==> config.mk <==
export PLATFORM = sky130hd
export DESIGN_NAME = bit_matrix_permuter_flat
export DESIGN_NICKNAME = d
export VERILOG_FILES = /design/src/rtl/matrix_pkg.sv /design/src/rtl/bit_matrix_permuter_if.sv /design/src/rtl/coord_mapper.sv /design/src/rtl/bit_matrix_permuter.sv /design/src/flat_wrapper.sv
export SDC_FILE = /design/constraint.sdc
export NUM_CORES = 1
export LEC_CHECK = 0
export ABC_AREA = 0
export CORE_AREA = 3 3 131 146
export DETAILED_ROUTE_END_ITERATION = 16
export DIE_AREA = 0 0 134 149
export HOLD_SLACK_MARGIN = 0.12
export PLACE_DENSITY_LB_ADDON = 0.1
export SLEW_MARGIN = 20
export SYNTH_ARGS = -nofsm -noshare
export SYNTH_HDL_FRONTEND = slang
export SYNTH_SLANG_ARGS = --single-unit
==> constraint.sdc <==
create_clock -name clk -period 3 [get_ports clk]
set_clock_uncertainty 0.1 [all_clocks]
set_input_delay 0.45 -clock clk [delete_from_list [all_inputs] [get_ports clk]]
set_output_delay 0.45 -clock clk [all_outputs]
set_load 0.02 [all_outputs]
==> src/rtl/matrix_pkg.sv <==
// Shared constants for the bit-matrix permuter: mapping modes,
// FSM state encoding and the default matrix dimension.
package matrix_pkg;

    localparam int N_DEF = 8;

    localparam logic [1:0] MODE_ID   = 2'd0;
    localparam logic [1:0] MODE_TR   = 2'd1;
    localparam logic [1:0] MODE_R90  = 2'd2;
    localparam logic [1:0] MODE_R180 = 2'd3;

    typedef enum logic [1:0] {
        IDLE = 2'd0,
        WALK = 2'd1,
        DONE = 2'd2
    } state_e;

endpackage

==> src/rtl/bit_matrix_permuter_if.sv <==
// Request/result bundle of the permuter. master: requester (start, mode,
// abort, in_matrix); slave: permuter (out_matrix, busy, done).
interface bit_matrix_permuter_if
    import matrix_pkg::*;
#(
    parameter int N = N_DEF
);

    logic             start;
    logic [1:0]       mode;
    logic             abort;
    logic [N*N-1:0]   in_matrix;
    logic [N*N-1:0]   out_matrix;
    logic             busy;
    logic             done;

    modport master (
        output start,
        output mode,
        output abort,
        output in_matrix,
        input  out_matrix,
        input  busy,
        input  done
    );

    modport slave (
        input  start,
        input  mode,
        input  abort,
        input  in_matrix,
        output out_matrix,
        output busy,
        output done
    );

endinterface

==> src/rtl/coord_mapper.sv <==
// Maps a source coordinate (i,j) to the destination bit index ni*N+nj.
// Ports: i, j (row/col), mode (mapping select), idx (destination bit).
module coord_mapper
    import matrix_pkg::*;
#(
    parameter int N = N_DEF
) (
    input  logic [$clog2(N)-1:0]   i,
    input  logic [$clog2(N)-1:0]   j,
    input  logic [1:0]             mode,
    output logic [$clog2(N*N)-1:0] idx
);

    localparam int IW = $clog2(N);
    localparam int XW = $clog2(N*N);
    localparam logic [IW-1:0] LAST = IW'(N-1);
    localparam logic [XW-1:0] NW   = XW'(N);

    logic [IW-1:0] ni;
    logic [IW-1:0] nj;

    always_comb begin
        ni = i;
        nj = j;
        unique case (mode)
            MODE_ID: begin
                ni = i;
                nj = j;
            end
            MODE_TR: begin
                ni = j;
                nj = i;
            end
            MODE_R90: begin
                ni = j;
                nj = LAST - i;
            end
            MODE_R180: begin
                ni = LAST - i;
                nj = LAST - j;
            end
        endcase
    end

    assign idx = XW'(ni) * NW + XW'(nj);

endmodule

==> src/rtl/bit_matrix_permuter.sv <==
// Relocates one bit per clock from a latched N x N source into out_matrix.
// Ports: clk, rst (async active-low), bus (slave side of the request bundle).
module bit_matrix_permuter
    import matrix_pkg::*;
#(
    parameter int N  = N_DEF,
    parameter int IW = $clog2(N)
) (
    input  logic                  clk,
    input  logic                  rst,
    bit_matrix_permuter_if.slave  bus
);

    localparam int NN = N * N;
    localparam int XW = $clog2(N*N);
    localparam logic [IW-1:0] LAST = IW'(N-1);
    localparam logic [XW-1:0] NW   = XW'(N);

    state_e         state_q, state_d;
    logic [NN-1:0]  src_q, src_d;
    logic [NN-1:0]  out_q, out_d;
    logic [1:0]     mode_q, mode_d;
    logic [IW-1:0]  i_q, i_d;
    logic [IW-1:0]  j_q, j_d;

    logic [XW-1:0]  src_idx;
    logic [XW-1:0]  dst_idx;
    logic           last;

    assign src_idx = XW'(i_q) * NW + XW'(j_q);
    assign last    = (i_q == LAST) && (j_q == LAST);

    coord_mapper #(.N(N)) u_map (
        .i    (i_q),
        .j    (j_q),
        .mode (mode_q),
        .idx  (dst_idx)
    );

    always_comb begin
        state_d = state_q;
        src_d   = src_q;
        out_d   = out_q;
        mode_d  = mode_q;
        i_d     = i_q;
        j_d     = j_q;
        unique case (state_q)
            IDLE: begin
                if (bus.start) begin
                    src_d   = bus.in_matrix;
                    mode_d  = bus.mode;
                    out_d   = '0;
                    i_d     = '0;
                    j_d     = '0;
                    state_d = WALK;
                end
            end
            WALK: begin
                // abort wins over the final write; the aborted edge writes nothing
                if (bus.abort) begin
                    state_d = IDLE;
                end else begin
                    out_d[dst_idx] = src_q[src_idx];
                    if (last) begin
                        i_d     = '0;
                        j_d     = '0;
                        state_d = DONE;
                    end else if (j_q == LAST) begin
                        j_d = '0;
                        i_d = i_q + 1'b1;
                    end else begin
                        j_d = j_q + 1'b1;
                    end
                end
            end
            DONE: begin
                state_d = IDLE;
            end
            default: begin
                state_d = IDLE;
            end
        endcase
    end

    always_ff @(posedge clk or negedge rst) begin
        if (!rst) begin
            state_q <= IDLE;
            src_q   <= '0;
            out_q   <= '0;
            mode_q  <= '0;
            i_q     <= '0;
            j_q     <= '0;
        end else begin
            state_q <= state_d;
            src_q   <= src_d;
            out_q   <= out_d;
            mode_q  <= mode_d;
            i_q     <= i_d;
            j_q     <= j_d;
        end
    end

    assign bus.out_matrix = out_q;
    assign bus.busy       = (state_q == WALK);
    assign bus.done       = (state_q == DONE);

endmodule
==> src/flat_wrapper.sv <==
// flat-port wrapper written by rule: the top's interface ports become plain ports
module bit_matrix_permuter_flat import matrix_pkg::*;
#(
    parameter int N  = N_DEF,
    parameter int IW = $clog2(N)
)
  (clk, rst, bus_start, bus_mode, bus_abort, bus_in_matrix, bus_out_matrix, bus_busy, bus_done);
  bit_matrix_permuter_if #(.N(N)) bus_i ();
  input  logic clk;
  input  logic rst;
  input wire logic [$bits(bus_i.start)-1:0] bus_start;
  input wire logic [$bits(bus_i.mode)-1:0] bus_mode;
  input wire logic [$bits(bus_i.abort)-1:0] bus_abort;
  input wire logic [$bits(bus_i.in_matrix)-1:0] bus_in_matrix;
  output wire logic [$bits(bus_i.out_matrix)-1:0] bus_out_matrix;
  output wire logic [$bits(bus_i.busy)-1:0] bus_busy;
  output wire logic [$bits(bus_i.done)-1:0] bus_done;
  assign bus_i.start = bus_start;
  assign bus_i.mode = bus_mode;
  assign bus_i.abort = bus_abort;
  assign bus_i.in_matrix = bus_in_matrix;
  assign bus_out_matrix = bus_i.out_matrix;
  assign bus_busy = bus_i.busy;
  assign bus_done = bus_i.done;
  bit_matrix_permuter #(.N(N), .IW(IW)) u_core (.clk(clk), .rst(rst), .bus(bus_i));
endmodule
# --- After elaboration in Yosys (flattened, before gate mapping) ---
# Cells that the tools add are included.
word_totals:
  ff_bits: 138
  latchBits: 0
  ram_bits: 0
  romBits: 0
  input_bits: 70
  out_inout_bits: 66
  word_cells: 59
  mem_count: 0
op_classes:
  addsub: 6
  mul: 0
  n_div: 0
  order_cmp: 3
  eq_ne: 11
  shift: 0
  n_mux: 23
  bitwise_logic: 0
  n_reduce_logical: 10
ops:
  columns: ["cell", "n"]
  rows:
  - ["$mux 64", 2]
  - ["$pmux 64 s2", 1]
  - ["$bwmux 64", 1]
  - ["$mux 3", 7]
  - ["$lt 6x7->1 const B", 2]
  - ["$add 6x3->6", 2]
  - ["$pmux 3 s2", 2]
  - ["$pmux 3 s4", 1]
  - ["$pmux 3 s3", 1]
  - ["$add 3x1->3 const B", 2]
  - ["$bmux 1 s6", 1]
  - ["$demux 1 s6", 1]
  - ["$eq 2x2->1 const B", 3]
  - ["$eq 3x3->1 const B", 2]
  - ["$ge 6x1->1 const B", 1]
  - ["$mux 2", 3]
  - ["$sub 3x3->3 const A", 2]
  - ["$eq 2x1->1 const B", 2]
  - ["$logic_not 2->1", 2]
  - ["$ne 2x2->1 const B", 2]
  - ["$pmux 2 s2", 1]
  - ["$reduce_and 2->1", 2]
  - ["$reduce_and 4->1", 1]
  - ["$ne 3x1->1 const B", 1]
  - ["other kinds (6)", 8]

# --- Longest topological paths before layout ---
logic_depth:
  word_depth: 11
  ltp_mapped: 10
  ltp_nobuf: 8

# --- Modules after synthesis ---
# A second synthesis with hierarchy kept.
hier_totals:
  cells_unflattened: 646
  area_unflattened_um2: 6890.4
by_module_without_submodules:
  columns: ["module", "instances", "cells_per_inst", "area_each_um2", "seq_area_each_um2"]
  rows:
  - ["bit_matrix_permuter", 1, 615, 6675.2, 3453.3]
  - ["coord_mapper", 1, 31, 215.2, 0.0]

# --- Least setup slack after synthesis ---
# No wires, ideal clock.
synth_path:
  kind: "register -> register"
  from: "reg u_core.j_q[0]"
  to: "reg u_core.out_q[60] (netlist: u_core.bus.out_matrix[60])"
  setup_time_ns: 0.128
  arrival_ns: 2.257
  required_time_ns: 2.772
  path_slack_ns: 0.514
  stages_incl_launch_ff: 9
  n_path_buf: 2
  period_less_slack_ns: 2.486
  path_cell_list: "dfrtp_1 buf_6 mux4_2 nor2b_4 a211oi_2 a211oi_1 o41ai_4 buf_6 o31ai_1"
synth_between:
  elab_chain_len: 10
  elab_cells_between_ends: 15
  classes_between: "3 x add/sub; 2 x order compare; 9 x mux; 1 x reduce/logical"
synth_rtl:
  columns: ["item", "line_no", "text"]
  rows:
  - ["from (decl)", "bit_matrix_permuter.sv:24", "logic [IW-1:0] j_q, j_d;"]
  - ["from (signal assigned)", "bit_matrix_permuter.sv:99", "j_q <= j_d;"]
  - ["$sub 3x3->3", "coord_mapper.sv:40", "nj = LAST - j;"]
  - ["$pmux 3 s4", "coord_mapper.sv:25", "unique case (mode)"]
  - ["$add 6x3->6", "coord_mapper.sv:45", "assign idx = XW'(ni) * NW + XW'(nj);"]
  - ["$lt 6x7->1 (not written as such) / $ge 6x1->1 (equally long branches)", "bit_matrix_permuter.sv:63", "out_d[dst_idx] = src_q[src_idx];"]
  - ["$logic_and 1x1->1 (not written as such)", "bit_matrix_permuter.sv:63", null]
  - ["$mux 1 (not written as such)", "bit_matrix_permuter.sv:63", null]
  - ["$demux 1 s6", null, null]
  - ["$bwmux 64 (*)", "bit_matrix_permuter.sv:63", null]
  - ["$mux 64 (*)", "bit_matrix_permuter.sv:60", "if (bus.abort) begin"]
  - ["$pmux 64 s2 (*)", "bit_matrix_permuter.sv:47", "unique case (state_q)"]
  - ["to (signal assigned)", "bit_matrix_permuter.sv:96", "out_q <= out_d;"]
  - ["to (decl)", "bit_matrix_permuter.sv:21", "logic [NN-1:0] out_q, out_d;"]
# Mark *: on every way between the ends. The rest lies on a longest branch, timed or not. The select of a mux whose other input is x is not followed.
# A chain may end at the register's enable or synchronous reset.

# --- Worst setup path in the final report ---
layout_path:
  from: "reg u_core.j_q[0]"
  to: "reg u_core.out_q[21] (netlist: u_core.bus.out_matrix[21])"
# The elaborated chain is that of the path after synthesis.

==> results.md <==
* Status: finished clean
* Chip width at 134 µm
* CP arrival at 3.04 ns
* Drt drc at 0
* Final setup vio count at 0
* Initial antenna violation count at 0
* Yosys cell types at 34
* Worst slew margin at 37.5%
* Seq/Total Area, Yosys at 50.4%
* Hold Crit Endpoint: u_core.src_q[9]$_DFFE_PN0P_
* GRT Residual Overflow at 0
* Crit share post-route at 94.0%
* Initial Utilization at 38.8%
* Final hold vios at 0
* WL per Instance at 19.5 µm
* Net Count, Synth at 666
* R2R depth at 7
* Pre-CTS setup slack at -0.0687 ns
* Max-cap viol count at 0
* First-pass GRT wire length at 30,500 µm
* Syn Inst Count at 588
* Synth Area per Inst at 11.7 µm²
* RSZ-0062 raised after global routing: false
* Routed WL at 19,100 µm
* Port Buffers at 135
* Via count at 5,465
* Total design power at 7.30 mW
* Post-Synthesis Cell Area at 0.00686 mm²
* GRT Util Overall at 19.6%
* Finished Cell Area at 0.00918 mm²
* CTS Buf Count at 17
* Fill cells at 1,572
* Worst-Margin Slew at 0.929 ns
* Share of layout cells above drive strength 1 at 21.6%
* Post-DP Area at 0.00850 mm²
* Highest achievable clock rate at 355 MHz
* CP Class: reg -> reg
* Max VDD drop at 0.000448 V
* DP HPWL at 12,800 µm
* Crit. End Element: flop
* Final net count at 805
* Vias per cell at 5.59
* CTS tree: built
* Hold wc startpoint: u_core.src_q[9]$_DFFE_PN0P_
* Skew-Pair Late Insertion Delay at 0.43 ns
* Final WS setup at 0.181 ns
* Setup_tns at 0 ns
* H-tree depth at 4
* LEAKAGE at 3.69 nW
* CP Launch Type: flop
* Max FO, Critical Path at 9
* Area growth syn-to-layout at 33.9%
* Worst-path clk slew at 0.06 ns
* Die ar. at 0.0200 mm²
* Vias in the first global route at 5,717
* Post-DRT Antenna Nets at 0
* R2R Path Start: u_core.j_q[0]$_DFFE_PN0P_
* Crit path required time at 3.22 ns
* Crit path from: u_core.j_q[0]$_DFFE_PN0P_
* #FFs+latches synth at 138
* R2R Setup Slk at 0.18 ns
* CTS sink cnt at 138
* Min Tclk post-route at 2.82 ns
* Reg-to-Reg End: u_core.bus.out_matrix[21]$_DFFE_PN0P_
* Inst Count DP at 943
* # rows at 51
* Root Buffer: clkbuf_16
* Die Height at 149 µm
* Cell Count, Final, Fillers Out at 978
* Worst-case clock buffer depth at 2
* Min-Delay Path Depth at 1
* Starting DRT DRC Count at 471
* Antenna Cells at 0
* Hold WC Path Type: reg -> reg
* IO Count at 136
* Core footprint at 0.0177 mm²
* First-pass DRT Iterations at 5
* Final Max Tran Viols at 0
* Yosys warns at 0
* Largest net degree at the start of global routing at 76
* Cell Pwr Density at 796 mW/mm²
* GPL Wtd Cong at 0.760
-- power breakdown --
group | internal (mW) | switching (mW) | leakage [nW]
clock | 1.45 | 0.784 | 0.309
combinational | 1.08 | 1.62 | 1.61
sequential | 2.14 | 0.227 | 1.77
-- worst max-delay path, cell delays in order, from the launching register on --
cell and delay (ns):
dfrtp_2 0.46, buf_4 0.21, buf_4 0.18, and2_1 0.18, o31a_1 0.35, nor3_2 0.56, nand2_1 0.38, o31ai_1 0.30
-- registers in the layout, summed over array words and instances, names as in the netlist --
register and cells:
u_core.j_q 3, u_core.state_q 2, u_core.mode_q 2, u_core.src_q 64, u_core.bus.out_matrix 64, u_core.i_q 3
-- cell type report --
class                           instances  area (µm²)  area share, %
Clock buffer                           21         470           5.12
Clock inverter                         11         168           1.83
Inverter                                4        15.0          0.164
Multi-Input combinational cell        404        3150           34.3
Sequential cell                       138        3450           37.6
Tap cell                              238         298           3.24
Timing Repair Buffer                  162        1630           17.7
-- Yosys cell counts --
cell | number | area (µm²)
dfrtp_1 | 138 | 3450
mux2_2 | 72 | 811
o21ai_0 | 72 | 360
o31ai_1 | 71 | 533
a21oi_1 | 67 | 335
nand2_1 | 26 | 97.6
clkbuf_1 | 24 | 90.1
buf_6 | 13 | 146
mux4_2 | 11 | 248
nor3_2 | 11 | 110
nor2_1 | 10 | 37.5
ha_1 | 8 | 100
nand2b_1 | 8 | 50.1
nor2b_1 | 7 | 43.8
nor3_1 | 7 | 35.0
mux2i_1 | 6 | 60.1
o31a_1 | 6 | 52.6
and2_1 | 4 | 25.0
inv_1 | 4 | 15.0
a21o_1 | 3 | 22.5
buf_4 | 3 | 22.5
mux4_1 | 3 | 78.8
nor3b_1 | 2 | 15.0
o22ai_1 | 2 | 12.5
a211o_1 | 1 | 8.76
a211oi_1 | 1 | 7.51
a211oi_2 | 1 | 12.5
a32o_1 | 1 | 10.0
buf_1 | 1 | 3.75
buf_2 | 1 | 5.00
nor2b_4 | 1 | 13.8
nor4_1 | 1 | 6.26
o211ai_1 | 1 | 7.51
o41ai_4 | 1 | 27.5
-- cells by family (layout without fill, tap and decap cells) --
| logic type | Yosys count | in the layout | share of synthesized area, % |
|---|---|---|---|
| muxes | 92 | 92 | 17.5 |
| and+or+nand+nor | 77 | 77 | 6.33 |
| buffers and inverters | 46 | 198 | 4.12 |
| AOI/OAI and AO/OA | 227 | 227 | 20.3 |
| adders and majority gates | 8 | 8 | 1.46 |
| DFF | 138 | 138 | 50.4 |
-- cell usage in the layout, fill, tap and decap left out, types with 2 or more instances in the layout --
cell type	instances
a21o_1	3
a21oi_1	67
and2_1	4
buf_12	4
buf_4	20
buf_6	2
bufinv_16	4
clkbuf_16	18
clkbuf_8	3
clkdlybuf4s50_1	134
clkinv_2	3
clkinv_4	2
clkinvlp_4	2
dfrtp_1	137
ha_1	7
inv_1	4
mux2_2	72
mux2i_1	6
mux4_1	3
mux4_2	11
nand2_1	26
nand2b_1	7
nor2_1	9
nor2b_1	7
nor3_1	7
nor3_2	10
o21ai_0	72
o22ai_1	2
o31a_1	6
o31ai_1	71
-- routing by layer --
layer	track usage (%)	part of all wire, %	up-vias
met2	32.1	49	228
met5	0	0	-
met4	8.59	3.2	0
met3	5.30	6.3	37
met1	24.4	42	2693
li1	-	-	2507
-- stage by stage --
step | hold slack [ns] | util, %
3_5_place_dp | 0.392 | 48.1
5_1_grt | 0.422 | 51.9
2_1_floorplan | 0.0544 | -
4_1_cts | 0.406 | 51.8
3_3_place_gp | 0.385 | 48.1
6_report | 0.403 | 51.9
-- worst max path at each step --
| stage | to | slack, ns | cells past startpoint |
|---|---|---|---|
| detailed placement | u_core.bus.out_matrix[49]$_DFFE_PN0P_ | -0.07 | 7 |
| finish | u_core.bus.out_matrix[21]$_DFFE_PN0P_ | 0.18 | 7 |
| global route | u_core.bus.out_matrix[21]$_DFFE_PN0P_ | 0.03 | 7 |
| floorplan | u_core.bus.out_matrix[60]$_DFFE_PN0P_ | 0.51 | 8 |
| global placement | u_core.bus.out_matrix[45]$_DFFE_PN0P_ | 0.04 | 7 |
| CTS | u_core.bus.out_matrix[8]$_DFFE_PN0P_ | 0.17 | 7 |
-- timing repair --
| action | 4_1_cts | 5_1_grt |
|---|---|---|
| gates cloned | 0 | 1 |
| setup endpoints to repair | 51 | 19 |
| hold endpoints to repair | 74 | 0 |
| buffers inserted | 1 | 0 |
| pin swaps | 1 | 0 |
| hold buffers | 1 | 0 |
| resized for setup | 0 | 4 |
Power figures use the tool's default switching activity.
